[src/rtl/sigma_delta_adc.sv]
// -----------------------------------------------------------------------------
// sigma_delta_adc
//
// First-order sigma-delta ADC front end and decimator.
//
// The external comparator output ADCin (pin voltage vs. the RC-integrated
// ADCfb) is brought into the Clk domain through two synchroniser flops and a
// third flop that is the modulator bit itself. That bit is driven straight back
// out as ADCfb to close the analogue loop.
//
// The decimator counts ones over fixed windows of 2^DECIM_LOG2 cycles and
// turns each count into an excess-2^(OUT_W-1) PCM sample. This is the same
// format the audio DAC consumes. A hysteresis slicer on the new sample
// produces a clean EAR bit for tape loading.
//
// Parameters
//   DECIM_LOG2  window length is 2^DECIM_LOG2 cycles
//   OUT_W       sample width, must be greater than DECIM_LOG2
//   HYST        slicer half-band around midscale, in sample LSBs
//
// Ports
//   Clk           in   system clock
//   Reset         in   synchronous, active-high reset
//   ADCin         in   comparator output, asynchronous to Clk
//   ADCfb         out  modulator bit, fed back to the external RC integrator
//   sample        out  PCM sample, midscale 2^(OUT_W-1) is silence
//   sample_valid  out  one-cycle strobe when sample/ear_bit/clip update
//   ear_bit       out  hysteresis-sliced tape/EAR level
//   clip          out  last window was all zeros or all ones (overload)
// -----------------------------------------------------------------------------
module sigma_delta_adc #(
  parameter int DECIM_LOG2 = 8,
  parameter int OUT_W      = 9,
  parameter int HYST       = 16
) (
  input  logic             Clk,
  input  logic             Reset,
  input  logic             ADCin,
  output logic             ADCfb,
  output logic [OUT_W-1:0] sample,
  output logic             sample_valid,
  output logic             ear_bit,
  output logic             clip
);

  localparam int D     = DECIM_LOG2;
  localparam int SHIFT = OUT_W - DECIM_LOG2;

  localparam int MID_I = 1 << (OUT_W - 1);
  localparam int HI_I  = MID_I + HYST;
  // Clamp the lower threshold at zero so an oversized HYST cannot wrap it.
  localparam int LO_I  = (HYST > MID_I) ? 0 : (MID_I - HYST);

  localparam logic [OUT_W-1:0] MID   = OUT_W'(MID_I);
  // One extra bit so that HI_I can exceed the sample range without wrapping.
  localparam logic [OUT_W:0]   HI_TH = (OUT_W + 1)'(HI_I);
  localparam logic [OUT_W:0]   LO_TH = (OUT_W + 1)'(LO_I);

  // ---------------------------------------------------------------------------
  // State
  // ---------------------------------------------------------------------------
  // sync_q[0], sync_q[1] : metastability synchroniser for ADCin
  // sync_q[2]            : modulator bit, drives ADCfb
  logic [2:0]       sync_q;

  logic [D-1:0]     phase_q, phase_d;
  logic [D:0]       ones_q,  ones_d;

  logic [OUT_W-1:0] sample_q, sample_d;
  logic             valid_q,  valid_d;
  logic             ear_q,    ear_d;
  logic             clip_q,   clip_d;

  // ---------------------------------------------------------------------------
  // Next-state logic
  // ---------------------------------------------------------------------------
  logic [D:0]       window_cnt;
  logic             window_end;
  logic [OUT_W:0]   sample_ext;

  always_comb begin
    // This cycle's modulator bit is included in the running total. At window
    // end the total is therefore the complete count for the window.
    window_cnt = ones_q + {{D{1'b0}}, sync_q[2]};
    window_end = (phase_q == '1);

    phase_d    = phase_q + 1'b1;
    ones_d     = window_cnt;
    sample_d   = sample_q;
    clip_d     = clip_q;
    ear_d      = ear_q;
    valid_d    = 1'b0;
    sample_ext = {1'b0, sample_q};

    if (window_end) begin
      // The new window starts from zero. The finished count is not carried.
      ones_d  = '0;
      valid_d = 1'b1;

      // Only a full window (count == 2^D) can overflow the shifted value.
      // That case saturates to full scale.
      if (window_cnt[D]) begin
        sample_d = '1;
      end else begin
        sample_d = {window_cnt[D-1:0], {SHIFT{1'b0}}};
      end

      clip_d = (window_cnt == '0) || window_cnt[D];

      // Slice the freshly computed sample. Thresholds are inclusive.
      // The upper test has priority, so HYST = 0 gives ear = (sample >= MID).
      sample_ext = {1'b0, sample_d};
      if (sample_ext >= HI_TH) begin
        ear_d = 1'b1;
      end else if (sample_ext <= LO_TH) begin
        ear_d = 1'b0;
      end
    end
  end

  // ---------------------------------------------------------------------------
  // Registers
  // ---------------------------------------------------------------------------
  always_ff @(posedge Clk) begin
    if (Reset) begin
      // A reset asserted mid-window throws away the partial count.
      sync_q   <= '0;
      phase_q  <= '0;
      ones_q   <= '0;
      sample_q <= MID;
      valid_q  <= 1'b0;
      ear_q    <= 1'b0;
      clip_q   <= 1'b0;
    end else begin
      sync_q   <= {sync_q[1:0], ADCin};
      phase_q  <= phase_d;
      ones_q   <= ones_d;
      sample_q <= sample_d;
      valid_q  <= valid_d;
      ear_q    <= ear_d;
      clip_q   <= clip_d;
    end
  end

  // ---------------------------------------------------------------------------
  // Outputs
  // ---------------------------------------------------------------------------
  assign ADCfb        = sync_q[2];
  assign sample       = sample_q;
  assign sample_valid = valid_q;
  assign ear_bit      = ear_q;
  assign clip         = clip_q;

endmodule

[config.mk]
export PLATFORM = sky130hd
export DESIGN_NAME = sigma_delta_adc
export DESIGN_NICKNAME = d
export VERILOG_FILES = /design/src/rtl/sigma_delta_adc.sv
export SDC_FILE = /design/constraint.sdc
export NUM_CORES = 1
export LEC_CHECK = 0
export ABC_AREA = 1
export BUFFER_PORTS_ARGS = -buffer_cell sky130_fd_sc_hd__buf_4
export CAP_MARGIN = 20
export CORE_AREA = 2 2 58 60
export DETAILED_ROUTE_END_ITERATION = 16
export DIE_AREA = 0 0 60 62
export PLACE_DENSITY = 0.65
export SYNTH_ARGS = -nofsm -noshare
export SYNTH_HDL_FRONTEND = slang
export SYNTH_SLANG_ARGS = --single-unit
[constraint.sdc]
create_clock -name Clk -period 1.49 [get_ports Clk]
set_input_delay 0.0745 -clock Clk [delete_from_list [all_inputs] [get_ports Clk]]
set_output_delay 0.0745 -clock Clk [all_outputs]
set_load 0.005 [all_outputs]
# Yosys cells after proc, flatten, opt, wreduce, memory -nomap -nowiden
# Index checks and enable logic that the tools add are counted.
[word_totals]
ff_bits = 32
latch_bits = 0
ram_bits = 0
mem_bits_ro = 0
out_inout_bits = 13
memories = 0
[classes]
n_addsub = 2
n_mul = 0
n_div = 0
n_lt_le_gt_ge = 2
n_eq_ne = 1
shifts = 0
n_mux = 5
bitwise_logic = 0
reduce_logical = 5
[ops]
columns = ["op", "count"]
rows = [
  ["$mux W9", 2],
  ["$add A9 B1 Y9", 1],
  ["$ge A9 B9 Y1 const B", 1],
  ["$le A9 B8 Y1 const B", 1],
  ["$logic_not A9 Y1", 1],
  ["$add A8 B1 Y8 const B", 1],
  ["$eq A8 B8 Y1 const B", 1],
  ["$mux W1", 3],
  ["$reduce_and A2 Y1", 1],
  ["$reduce_bool A2 Y1", 1],
  ["$reduce_or A2 Y1", 1],
  ["$logic_or A1 B1 Y1", 1],
]

# Longest topological paths before layout
# Gate-level depths: netlist of run 1.
[logic_depth]
depth_word = 6
ltp_mapped = 12

# Least setup slack after synthesis of run 1
# No wires, ideal clock.
[synth_timing]
path_kind = "reg-to-reg"
from = "register sync_q[2]"
to = "register ear_q (netlist: ear_bit)"
setup_time_ns = 0.119
arrival_time_ns = 1.447
slack_ns = -0.076
path_stages_with_launch = 12
period_less_slack_ns = 1.566
path_cell_list = "dfxtp_1 -> ha_1 -> ha_1 -> nand2_2 -> nor2_4 -> nand3_1 -> nand2_4 -> nand2_2 -> nor2_1 -> nand2_1 -> nand2_1 -> a21oi_2"
[synth_between]
elab_chain_len = 6
elab_cells_between_ends = 8
cone_classes = "add/sub: 1; order compare: 2; mux: 3; reduce/logical: 2"
[synth_lines]
columns = ["item", "line", "text"]
rows = [
  ["start: declaration", "64", "logic [2:0] sync_q;"],
  ["start signal: assignment", "135", "sync_q <= {sync_q[1:0], ADCin};"],
  ["$add A9 B1 Y9 *", "84", "window_cnt = ones_q + {{D{1'b0}}, sync_q[2]};"],
  ["$mux W9 *", "102", "if (window_cnt[D]) begin"],
  ["$mux W9 *", "95", "if (window_end) begin"],
  ["$ge A9 B9 Y1 or $le A9 B8 Y1 (tied branches)", "113, 115", ""],
  ["$reduce_bool A2 Y1 (no source line)", "--", ""],
  ["$reduce_and A2 Y1 (no source line)", "--", ""],
  ["end signal: assignment", "140", "ear_q <= ear_d;"],
  ["end: declaration", "71", "logic ear_q, ear_d;"],
]
# Every way passes the cells marked *; elsewhere a longest branch is shown, timed or not. The select of a mux whose other input is x is not followed.
# A chain may end at the register's enable or synchronous reset.

# Final worst setup path of run 1
[layout_timing]
from = "register sync_q[2]"
to = "register sample_q[2] (netlist: sample[2])"
[layout_between]
elab_chain_len = 3
[layout_lines]
columns = ["item", "line", "text"]
rows = [
  ["$add A9 B1 Y9", "84", ""],
  ["$mux W9", "102", ""],
  ["$mux W9", "95", ""],
  ["end signal: assignment", "138", "sample_q <= sample_d;"],
  ["end: declaration", "69", "logic [OUT_W-1:0] sample_q, sample_d;"],
]
# No other way between the ends. The select of a mux whose other input is x is not followed.

==> impl_metrics.csv, run 1 <==
group,metric,value,unit
worst_setup_path,worst-path-buf-inv,1,
cts,cts_root_buf,"clkbuf_4",
run_status,violations,"setup timing",
global_route,grt_usage,0.1657,
power_and_ir_drop,share_comb_of_total_power,0.056,
logic_synthesis,syn_avg_cell_area,7.888,sq um
floorplanning,die_w,60,microns
worst_setup_path,worst_setup_path_start_kind,"flop",
logic_synthesis,mappedNetlistNets,177,
power_and_ir_drop,p_int,1.267,mW
sta,min_period,1.555,ns
worst_setup_path,cp_data_required_time,1.74,ns
detailed_routing,finalWirelength,2937,microns
final_layout,fin_nets,220,
detailed_routing,drtIter0Drc,39,
detailed_routing,detail_route.wl_per_cell,11.25,microns
power_and_ir_drop,pwr-share-clk,0.399,
global_route,grt_antenna_before_repair,0,
flow_run,maxCapViolCount,0,
placement,hpwl,1986,microns
power_and_ir_drop,p_sw,0.3397,mW
global_route,gr-total-overflow,0,
sta,skew,0.006448,ns
worst_setup_path,end_kind,"flop",
detailed_routing,drc,0,
logic_synthesis,yosysTopAreaCell,"dfxtp_1",
run_status,status,"finished, violations left",
cts,clkTransAtPathRegs,0.10,ns
worst_setup_path,crit_path_max_incr_delay,0.36,ns
cts,clock_path_buffers,2,
worst_setup_path,cp.arrival,1.81,ns
cts,clock_sinks,32,
worst_setup_path,cp_slowest_cell,"dfxtp_2",
power_and_ir_drop,seqPwrFrac,0.545,
cts,cts_tree,"done",
final_layout,final_util,0.5852,
logic_synthesis,synth_edf_count,0,
cts,cts_buffers,5,
logic_synthesis,yosys_warnings,0,
logic_synthesis,ys_seq_elements,32,
global_route,grt_pass1_wl,4402,microns
cts,clock_latency,0.34,ns
detailed_routing,via_per_inst,4.632,
detailed_routing,first_pass_iters,4,
sta,max_freq,642.9,MHz
floorplanning,die_h,62,microns
logic_synthesis,yosysMostFrequentCell,"dfxtp_1",
cts,cts_max_level,2,
logic_synthesis,async_reset_ff_frac,0,
logic_synthesis,syn_inst,171,
worst_setup_path,worstPathCellList,"ha_4 -> ha_4 -> nand2_2 -> nor2_4 -> nand2_1 -> nand2_2 -> nand2_4 -> inv_2 -> nor2_1 -> o21ai_0",
sta,post-route-period-util,1.044,
sta,worstMarginPinSlew,0.2569,ns
worst_setup_path,path_class,"flop to flop",
logic_synthesis,synth_seq_area_share,0.4750,
worst_setup_path,crit_path_max_fanout,7,
detailed_routing,ant_nets,0,
logic_synthesis,synth.area.top_cells,"dfxtp_1 47%, nand2_1 8.3%, nor2_1 7.8%, inv_1 5.6%, o21ai_0 3.7%",
logic_synthesis,synth_top_area_frac,0.4750,
placement,numPortBuffers,15,
final_layout,syn2layout_area_growth,37.94,%
sta,setup_slack,-0.06534,ns
sta,setup_viol,6,
worst_hold_path,hold_class,"flop to flop",
final_layout,drive_gt1_frac,0.3395,
floorplanning,rows,21,
floorplanning,die_area,3720,sq um
worst_setup_path,r2r_setup_slack,-0.07,ns
sta,slew_viol_final,0,
final_layout,antennaDiodeCount,0,
logic_synthesis,synth_commonest_cells,"32 x dfxtp_1, 30 x nand2_1, 28 x nor2_1",
sta,hold_viol,0,
global_route,grt_pass1_vias,1062,
detailed_routing,vias,1209,
power_and_ir_drop,power,1.607,mW
sta,rsz0062_at_grt,"true",
power_and_ir_drop,peakVddDrop,0.7425,mV
power_and_ir_drop,p_sw_frac,0.2114,
placement,gp_congestion,0.8704,
power_and_ir_drop,p_leak,0.8197,nW
floorplanning,core-area,3179,sq um
logic_synthesis,ys.flop_type,"dfxtp_1",
logic_synthesis,synth.distinct_cells,25,
global_route,grt_max_degree,11,
worst_setup_path,critPathTopFamily,"simple AND/OR/NAND/NOR gates",
floorplanning,ioPinCount,16,
sta,slew_headroom,0.8284,
logic_synthesis,synth_area,1349,sq um
power_and_ir_drop,p_per_area,863.8,nW/um^2
floorplanning,initial_core_util,0.4242,
## sequential cells by signal (all words and copies together) (netlist names)
signal / count
sample: 9
ear_bit: 1
sync_q: 3
phase_q: 8
sample_valid: 1
clip: 1
ones_q: 9
## power by group through the flow
| stage | clock, mW | sequential (mW) | combinational (mW) |
|---|---|---|---|
| floorplan | 0 | 0.890 | 0.0332 |
| global placement | 0 | 0.891 | 0.0479 |
| detailed placement | 0 | 0.891 | 0.0491 |
| CTS | 0.649 | 0.872 | 0.0674 |
| global route | 0.696 | 0.877 | 0.0985 |
| finish | 0.641 | 0.876 | 0.0897 |
## worst paths after layout
kind	endpoint	cells past startpoint	startpoint
setup / recovery	sample[2]$_SDFFE_PP0P_	10	sync_q[2]$_SDFF_PP0_
hold / removal	sync_q[1]$_SDFF_PP0_	2	sync_q[0]$_SDFF_PP0_
setup reg to reg	sample[2]$_SDFFE_PP0P_	10	sync_q[2]$_SDFF_PP0_
hold reg to reg	sync_q[1]$_SDFF_PP0_	2	sync_q[0]$_SDFF_PP0_
## logic make-up (layout without fill, tap and decap cells)
| family | count (synthesis) | after routing | share of synthesized area |
|---|---|---|---|
| xor+xnor | 2 | 2 | 0.01299 |
| buf+inv | 25 | 69 | 0.07049 |
| simple gates | 86 | 86 | 0.3145 |
| fa+ha+maj | 3 | 3 | 0.02783 |
| flops | 32 | 32 | 0.4750 |
| compound gates | 23 | 23 | 0.09926 |
## worst register-to-register path: stages, from the launching register on
cell	delay (ns)
dfxtp_2	0.36
ha_4	0.16
ha_4	0.15
nand2_2	0.06
nor2_4	0.12
nand2_1	0.08
nand2_2	0.08
nand2_4	0.08
inv_2	0.14
nor2_1	0.06
o21ai_0	0.18
## cell type report
cell class	instances	area, sq um
Timing Repair inverter	1	7.507
Sequential cell	32	645.6
Timing Repair Buffer	36	299.0
Inverter	24	95.09
Clock inverter	2	35.03
Fill cell	285	1319
Clock buffer	6	41.29
Tap cell	46	57.56
Multi-Input combinational cell	114	679.4
## timing repair
action / in CTS / in global routing
gates resized for setup: 5 / 19
gates cloned: 0 / 1
buffers inserted: 2 / 5
endpoints found under the hold margin: 6 / 0
pin swaps: 2 / 2
hold buffers: 7 / 0
endpoints found under the setup margin: 19 / 20
## placed cells by master, fill, tap and decap left out, types with 4 or more instances in the layout
master	instances
nor2_1	28
clkbuf_4	5
nand2_1	26
buf_4	26
nand3_1	6
dfxtp_2	4
o21ai_1	5
dlygate4sd3_1	7
nand2_2	11
dfxtp_1	28
inv_1	20
a21oi_1	4
o21ai_0	8
## routing by layer
layer / global-route usage / routed length [microns] / vias to the layer above
li1: - / - / 625
met1: 0.1931 / 1299 / 549
met2: 0.2640 / 1431 / 31
met3: 0.06625 / 177 / 4
met4: 0.08571 / 29 / 0
met5: 0 / 0 / -
## through the flow
stage / setup WS, ns / cell area, sq um / hold WS (ns) / setup TNS, ns / std cells
after floorplan: 0.001341 / 1364 / 0.1815 / 0 / 171
after global placement: -0.1056 / 1582 / 0.2811 / -0.4265 / 238
after detailed placement: -0.1331 / 1582 / 0.2907 / -0.9677 / 238
after CTS: -0.04888 / 1765 / 0.4267 / -0.1881 / 255
after global routing: -0.1766 / 1861 / 0.4554 / -1.442 / 261
final: -0.06534 / 1861 / 0.4223 / -0.2552 / 261
Note: power is estimated with default switching activity, not from simulation.
==> run 2: changes to the inputs <==
--- a/config.mk
+++ b/config.mk
@@ -11,7 +11,9 @@
 export CORE_AREA = 2 2 58 60
 export DETAILED_ROUTE_END_ITERATION = 16
 export DIE_AREA = 0 0 60 62
+export GPL_ROUTABILITY_DRIVEN = 0
 export PLACE_DENSITY = 0.65
+export SKIP_LAST_GASP = 1
 export SYNTH_ARGS = -nofsm -noshare
 export SYNTH_HDL_FRONTEND = slang
 export SYNTH_SLANG_ARGS = --single-unit
==> impl_metrics.csv, run 2 (synthesis gave the netlist of run 1 again) <==
group,metric,value,unit
sta,slew_viol_final,0,
power_and_ir_drop,peakVddDrop,0.7426,mV
global_route,grt_pass1_vias,1063,
worst_hold_path,hold_class,"flop to flop",
final_layout,final_util,0.5852,
detailed_routing,wl_met2,1432,microns
floorplanning,ioPinCount,16,
sta,worstMarginPinSlew,0.2568,ns
worst_setup_path,path_class,"flop to flop",
detailed_routing,ant_nets,0,
final_layout,layout.cells.non_filler,261,
detailed_routing,first_pass_iters,4,
final_layout,antennaDiodeCount,0,
cts,cts_tree,"done",
detailed_routing,vias,1211,
sta,hold_viol,0,
floorplanning,die_w,60,microns
power_and_ir_drop,pwr-share-clk,0.399,
cts,clkTransAtPathRegs,0.10,ns
power_and_ir_drop,power,1.607,mW
flow_run,maxCapViolCount,0,
power_and_ir_drop,p_leak,0.8197,nW
run_status,violations,"setup timing",
placement,place_ws,-0.1331,ns
detailed_routing,m1WireLength,1298,microns
detailed_routing,routed.top_layer,"met4",
worst_setup_path,worst_setup_path_start_kind,"flop",
power_and_ir_drop,seqPwrFrac,0.545,
global_route,grt_antenna_before_repair,0,
worst_setup_path,reg2reg_depth,10,
sta,min_period,1.556,ns
final_layout,final_cell_area,1861,sq um
run_status,status,"finished, violations left",
global_route,grt_usage,0.1657,
detailed_routing,drc,0,
power_and_ir_drop,p_int,1.267,mW
detailed_routing,detail_route.wl_per_cell,11.26,microns
placement,hpwl,1986,microns
global_route,gr-total-overflow,0,
floorplanning,core-area,3179,sq um
cts,cts_buffers,5,
floorplanning,die_h,62,microns
cts,clock_sinks,32,
global_route,grt_pass1_wl,4402,microns
cts,clock_path_buffers,2,
worst_setup_path,r2r_setup_slack,-0.07,ns
worst_setup_path,cp.arrival,1.81,ns
cts,cts_max_level,2,
power_and_ir_drop,p_sw,0.3399,mW
placement,numPortBuffers,15,
placement,dpl.cell_count,238,
worst_setup_path,cp_data_required_time,1.74,ns
sta,skew,0.006448,ns
worst_hold_path,min_path_cells,2,
cts,cts_root_buf,"clkbuf_4",
floorplanning,die_area,3720,sq um
placement,postPlaceCellArea,1582,sq um
final_layout,fin_nets,220,
power_and_ir_drop,p_sw_frac,0.2115,
power_and_ir_drop,share_comb_of_total_power,0.056,
power_and_ir_drop,p_per_area,863.9,nW/um^2
detailed_routing,finalWirelength,2939,microns
final_layout,drive_gt1_frac,0.3395,
sta,setup_viol,6,
sta,slew_headroom,0.8284,
detailed_routing,via_per_inst,4.640,
sta,max_freq,642.9,MHz
floorplanning,initial_core_util,0.4242,
detailed_routing,drtIter0Drc,36,
sta,post-route-period-util,1.044,
global_route,grt_max_degree,11,
sta,setup_slack,-0.06550,ns
final_layout,syn2layout_area_growth,37.94,%
sta,rsz0062_at_grt,"true",
final_layout,final_cell_mix,"28 x nor2_1, 28 x dfxtp_1, 26 x nand2_1, 26 x buf_4, 20 x inv_1",
cts,clock_latency,0.34,ns
floorplanning,rows,21,
detailed_routing,wl_met3,177,microns
worst_setup_path,end_kind,"flop",
worst_setup_path,crit_path_max_fanout,7,
==> run 2: repair_timing <==
item                                   4_1_cts  5_1_grt
pin swaps                                    2        2
setup endpoints to repair                   19       20
endpoints found under the hold margin        6        0
gates resized for setup                      5       19
hold buffers                                 7        0
cloned                                       0        1
buffers inserted                             2        5
==> run 2: path summary, 6_finish.rpt <==
kind / from / end
worst max-delay path: sync_q[2]$_SDFF_PP0_ / sample[2]$_SDFFE_PP0P_
worst min-delay path: sync_q[0]$_SDFF_PP0_ / sync_q[1]$_SDFF_PP0_
worst max register to register: sync_q[2]$_SDFF_PP0_ / sample[2]$_SDFFE_PP0P_
worst min register to register: sync_q[0]$_SDFF_PP0_ / sync_q[1]$_SDFF_PP0_
==> run 2: final cells by class <==
cell class / count / area (sq um)
Timing Repair inverter: 1 / 7.507
Tap cell: 46 / 57.56
Clock buffer: 6 / 41.29
Fill cell: 285 / 1319
Inverter: 24 / 95.09
Sequential cell: 32 / 645.6
Timing Repair Buffer: 36 / 299.0
Multi-Input combinational cell: 114 / 679.4
Clock inverter: 2 / 35.03
==> run 2: through the flow <==
| stage | setup TNS (ns) | hold WS [ns] |
|---|---|---|
| floorplan | 0 | 0.1815 |
| global placement | -0.4265 | 0.2811 |
| detailed placement | -0.9677 | 0.2907 |
| CTS | -0.1881 | 0.4267 |
| global route | -1.442 | 0.4554 |
| finish | -0.2554 | 0.4223 |
==> run 2: worst max-delay path, cell delays in order (launching register included) <==
cell and delay [ns]:
dfxtp_2 0.36, ha_4 0.16, ha_4 0.15, nand2_2 0.06
nor2_4 0.12, nand2_1 0.08, nand2_2 0.08, nand2_4 0.08
inv_2 0.14, nor2_1 0.06, o21ai_0 0.18
==> run 2: power by group through the flow <==
stage          combinational [mW]  clock (mW)  sequential, mW
2_1_floorplan              0.0332           0           0.890
3_3_place_gp               0.0479           0           0.891
3_5_place_dp               0.0491           0           0.891
4_1_cts                    0.0674       0.649           0.872
5_1_grt                    0.0985       0.696           0.877
6_report                   0.0898       0.642           0.876
==> run 2: routing by layer <==
layer | vias to the layer above | global-route usage
li1 | 625 | -
met1 | 551 | 0.1931
met2 | 31 | 0.2640
met3 | 4 | 0.06625
met4 | 0 | 0.08571
met5 | - | 0
==> run 3: changes to the inputs <==
--- a/config.mk
+++ b/config.mk
@@ -9,6 +9,7 @@
 export BUFFER_PORTS_ARGS = -buffer_cell sky130_fd_sc_hd__buf_4
 export CAP_MARGIN = 20
 export CORE_AREA = 2 2 58 60
+export CTS_BUF_LIST = sky130_fd_sc_hd__clkbuf_16
 export DETAILED_ROUTE_END_ITERATION = 16
 export DIE_AREA = 0 0 60 62
 export GPL_ROUTABILITY_DRIVEN = 0
==> impl_metrics.csv, run 3 (synthesis gave the netlist of run 1 again) <==
group,metric,value,unit
power_and_ir_drop,p_int,1.679,mW
detailed_routing,first_pass_iters,4,
final_layout,regArea,645.6,sq um
final_layout,drive_gt1_frac,0.3527,
detailed_routing,drtIter0Drc,25,
final_layout,final_cell_mix,"28 x nor2_1, 28 x dfxtp_1, 26 x nand2_1",
detailed_routing,via_per_inst,4.676,
cts,cts_buffers,5,
cts,cts_max_level,2,
power_and_ir_drop,peakVddDrop,0.5396,mV
sta,slew_headroom,0.8427,
detailed_routing,finalWirelength,2824,microns
floorplanning,core-area,3179,sq um
floorplanning,die_h,62,microns
sta,setup_slack,-0.06580,ns
final_layout,final_cell_area,1872,sq um
sta,max_freq,642.8,MHz
sta,fin_setup_tns,-0.3729,ns
worst_setup_path,end_kind,"flop",
floorplanning,die_w,60,microns
worst_setup_path,critPathTopFamily,"simple AND/OR/NAND/NOR gates",
sta,setup_viol,8,
sta,hold_viol,0,
run_status,status,"finished, violations left",
global_route,grt_max_degree,12,
worst_setup_path,cp_data_required_time,1.70,ns
worst_setup_path,cp_slowest_cell,"dfxtp_2",
final_layout,n_fill_cell,280,
final_layout,fin_nets,212,
flow_run,maxCapViolCount,0,
global_route,grt_antenna_before_repair,0,
power_and_ir_drop,pwr-share-clk,0.542,
sta,slew_viol_final,0,
power_and_ir_drop,p_leak,0.8222,nW
global_route,gr-total-overflow,0,
placement,hpwl,1986,microns
final_layout,syn2layout_area_growth,38.78,%
global_route,grt_pass1_wl,4464,microns
cts,ctsHoldBuffers,0,
worst_setup_path,worst_setup_path_start_kind,"flop",
power_and_ir_drop,power,2.068,mW
sta,skew,0.006348,ns
cts,clock_sinks,32,
detailed_routing,ant_nets,0,
floorplanning,rows,21,
placement,numPortBuffers,15,
cts,cts_root_buf,"clkbuf_16",
power_and_ir_drop,p_sw,0.3886,mW
detailed_routing,vias,1183,
sta,rsz0062_at_grt,"true",
worst_setup_path,cp.arrival,1.77,ns
power_and_ir_drop,p_sw_frac,0.1879,
worst_setup_path,crit_path_max_incr_delay,0.35,ns
sta,worstMarginPinSlew,0.2357,ns
worst_setup_path,worst-path-buf-inv,1,
sta,min_period,1.556,ns
global_route,grt_usage,0.1658,
final_layout,multi_input_area,683.2,sq um
placement,postPlaceCellArea,1582,sq um
cts,cts_tree,"done",
worst_setup_path,crit_path_max_fanout,4,
cts,clock_latency,0.28,ns
cts,clock_path_buffers,2,
sta,post-route-period-util,1.044,
worst_hold_path,hold_class,"primary input to flop",
detailed_routing,drc,0,
cts,clkTransAtPathRegs,0.05,ns
power_and_ir_drop,share_comb_of_total_power,0.033,
worst_setup_path,worstPathCellList,"ha_4 -> ha_4 -> nand2_2 -> nor2_4 -> nand3_1 -> nand2_2 -> inv_1 -> nor2_2 -> nand4_1 -> o21ai_1",
final_layout,antennaDiodeCount,0,
worst_setup_path,path_class,"flop to flop",
global_route,grt_pass1_vias,1071,
floorplanning,initial_core_util,0.4242,
floorplanning,die_area,3720,sq um
run_status,violations,"setup timing",
floorplanning,ioPinCount,16,
power_and_ir_drop,p_per_area,1105,nW/um^2
power_and_ir_drop,seqPwrFrac,0.425,
detailed_routing,detail_route.wl_per_cell,11.16,microns
run 3: worst paths after layout:
path                                            from                    to  slack (ns)  depth (start not counted)
worst min register to register  sync_q[1]$_SDFF_PP0_  sync_q[2]$_SDFF_PP0_        0.39                          2
worst max-delay path            sync_q[2]$_SDFF_PP0_     clip$_SDFFE_PP0P_       -0.07                         10
worst max register to register  sync_q[2]$_SDFF_PP0_     clip$_SDFFE_PP0P_       -0.07                         10
worst min-delay path                           ADCin  sync_q[0]$_SDFF_PP0_      0.0009                          3
run 3: power groups by stage:
stage,clock network (mW),logic [mW],registers (mW)
after detailed placement,0,0.0491,0.891
after floorplan,0,0.0332,0.890
final,1.12,0.0674,0.879
after CTS,1.14,0.0511,0.875
after global routing,1.17,0.0751,0.879
after global placement,0,0.0479,0.891
run 3: tightest hold or removal path, stage by stage:
cell    delay (ns)
buf_4         0.08
inv_1         0.03
nor2_1        0.06
run 3: cell type report:
type / count / area share
timing repair buffer: 28 / 0.1183
inverter: 24 / 0.04947
clock inverter: 3 / 0.02072
sequential: 32 / 0.3449
timing repair inverter: 1 / 0.004011
clock buffer: 5 / 0.06684
multi-input combinational: 114 / 0.3650
tap: 46 / 0.03075
run 3: metrics by stage:
step	cells	setup slack [ns]	util	hold slack [ns]
5_1_grt	253	-0.1780	0.5887	0.01591
4_1_cts	249	-0.04289	0.5632	0.001251
3_3_place_gp	238	-0.1056	0.4974	0.2811
3_5_place_dp	238	-0.1331	0.4974	0.2907
6_report	253	-0.06580	0.5887	0.0008800
2_1_floorplan	171	0.001341	-	0.1815
run 3: per-layer routing:
metal,vias up,global-route usage,part of all wire
met4,0,0.1016,0.021
met5,-,0,0
met3,7,0.05590,0.047
li1,610,-,-
met1,540,0.1870,0.45
met2,26,0.2717,0.48
run 3: what timing repair did:
item                                    4_1_cts  5_1_grt
resized for setup                             5       19
pin swaps                                     2        2
endpoints found under the setup margin       19       20
cloned                                        0        1
buffers inserted                              3        3
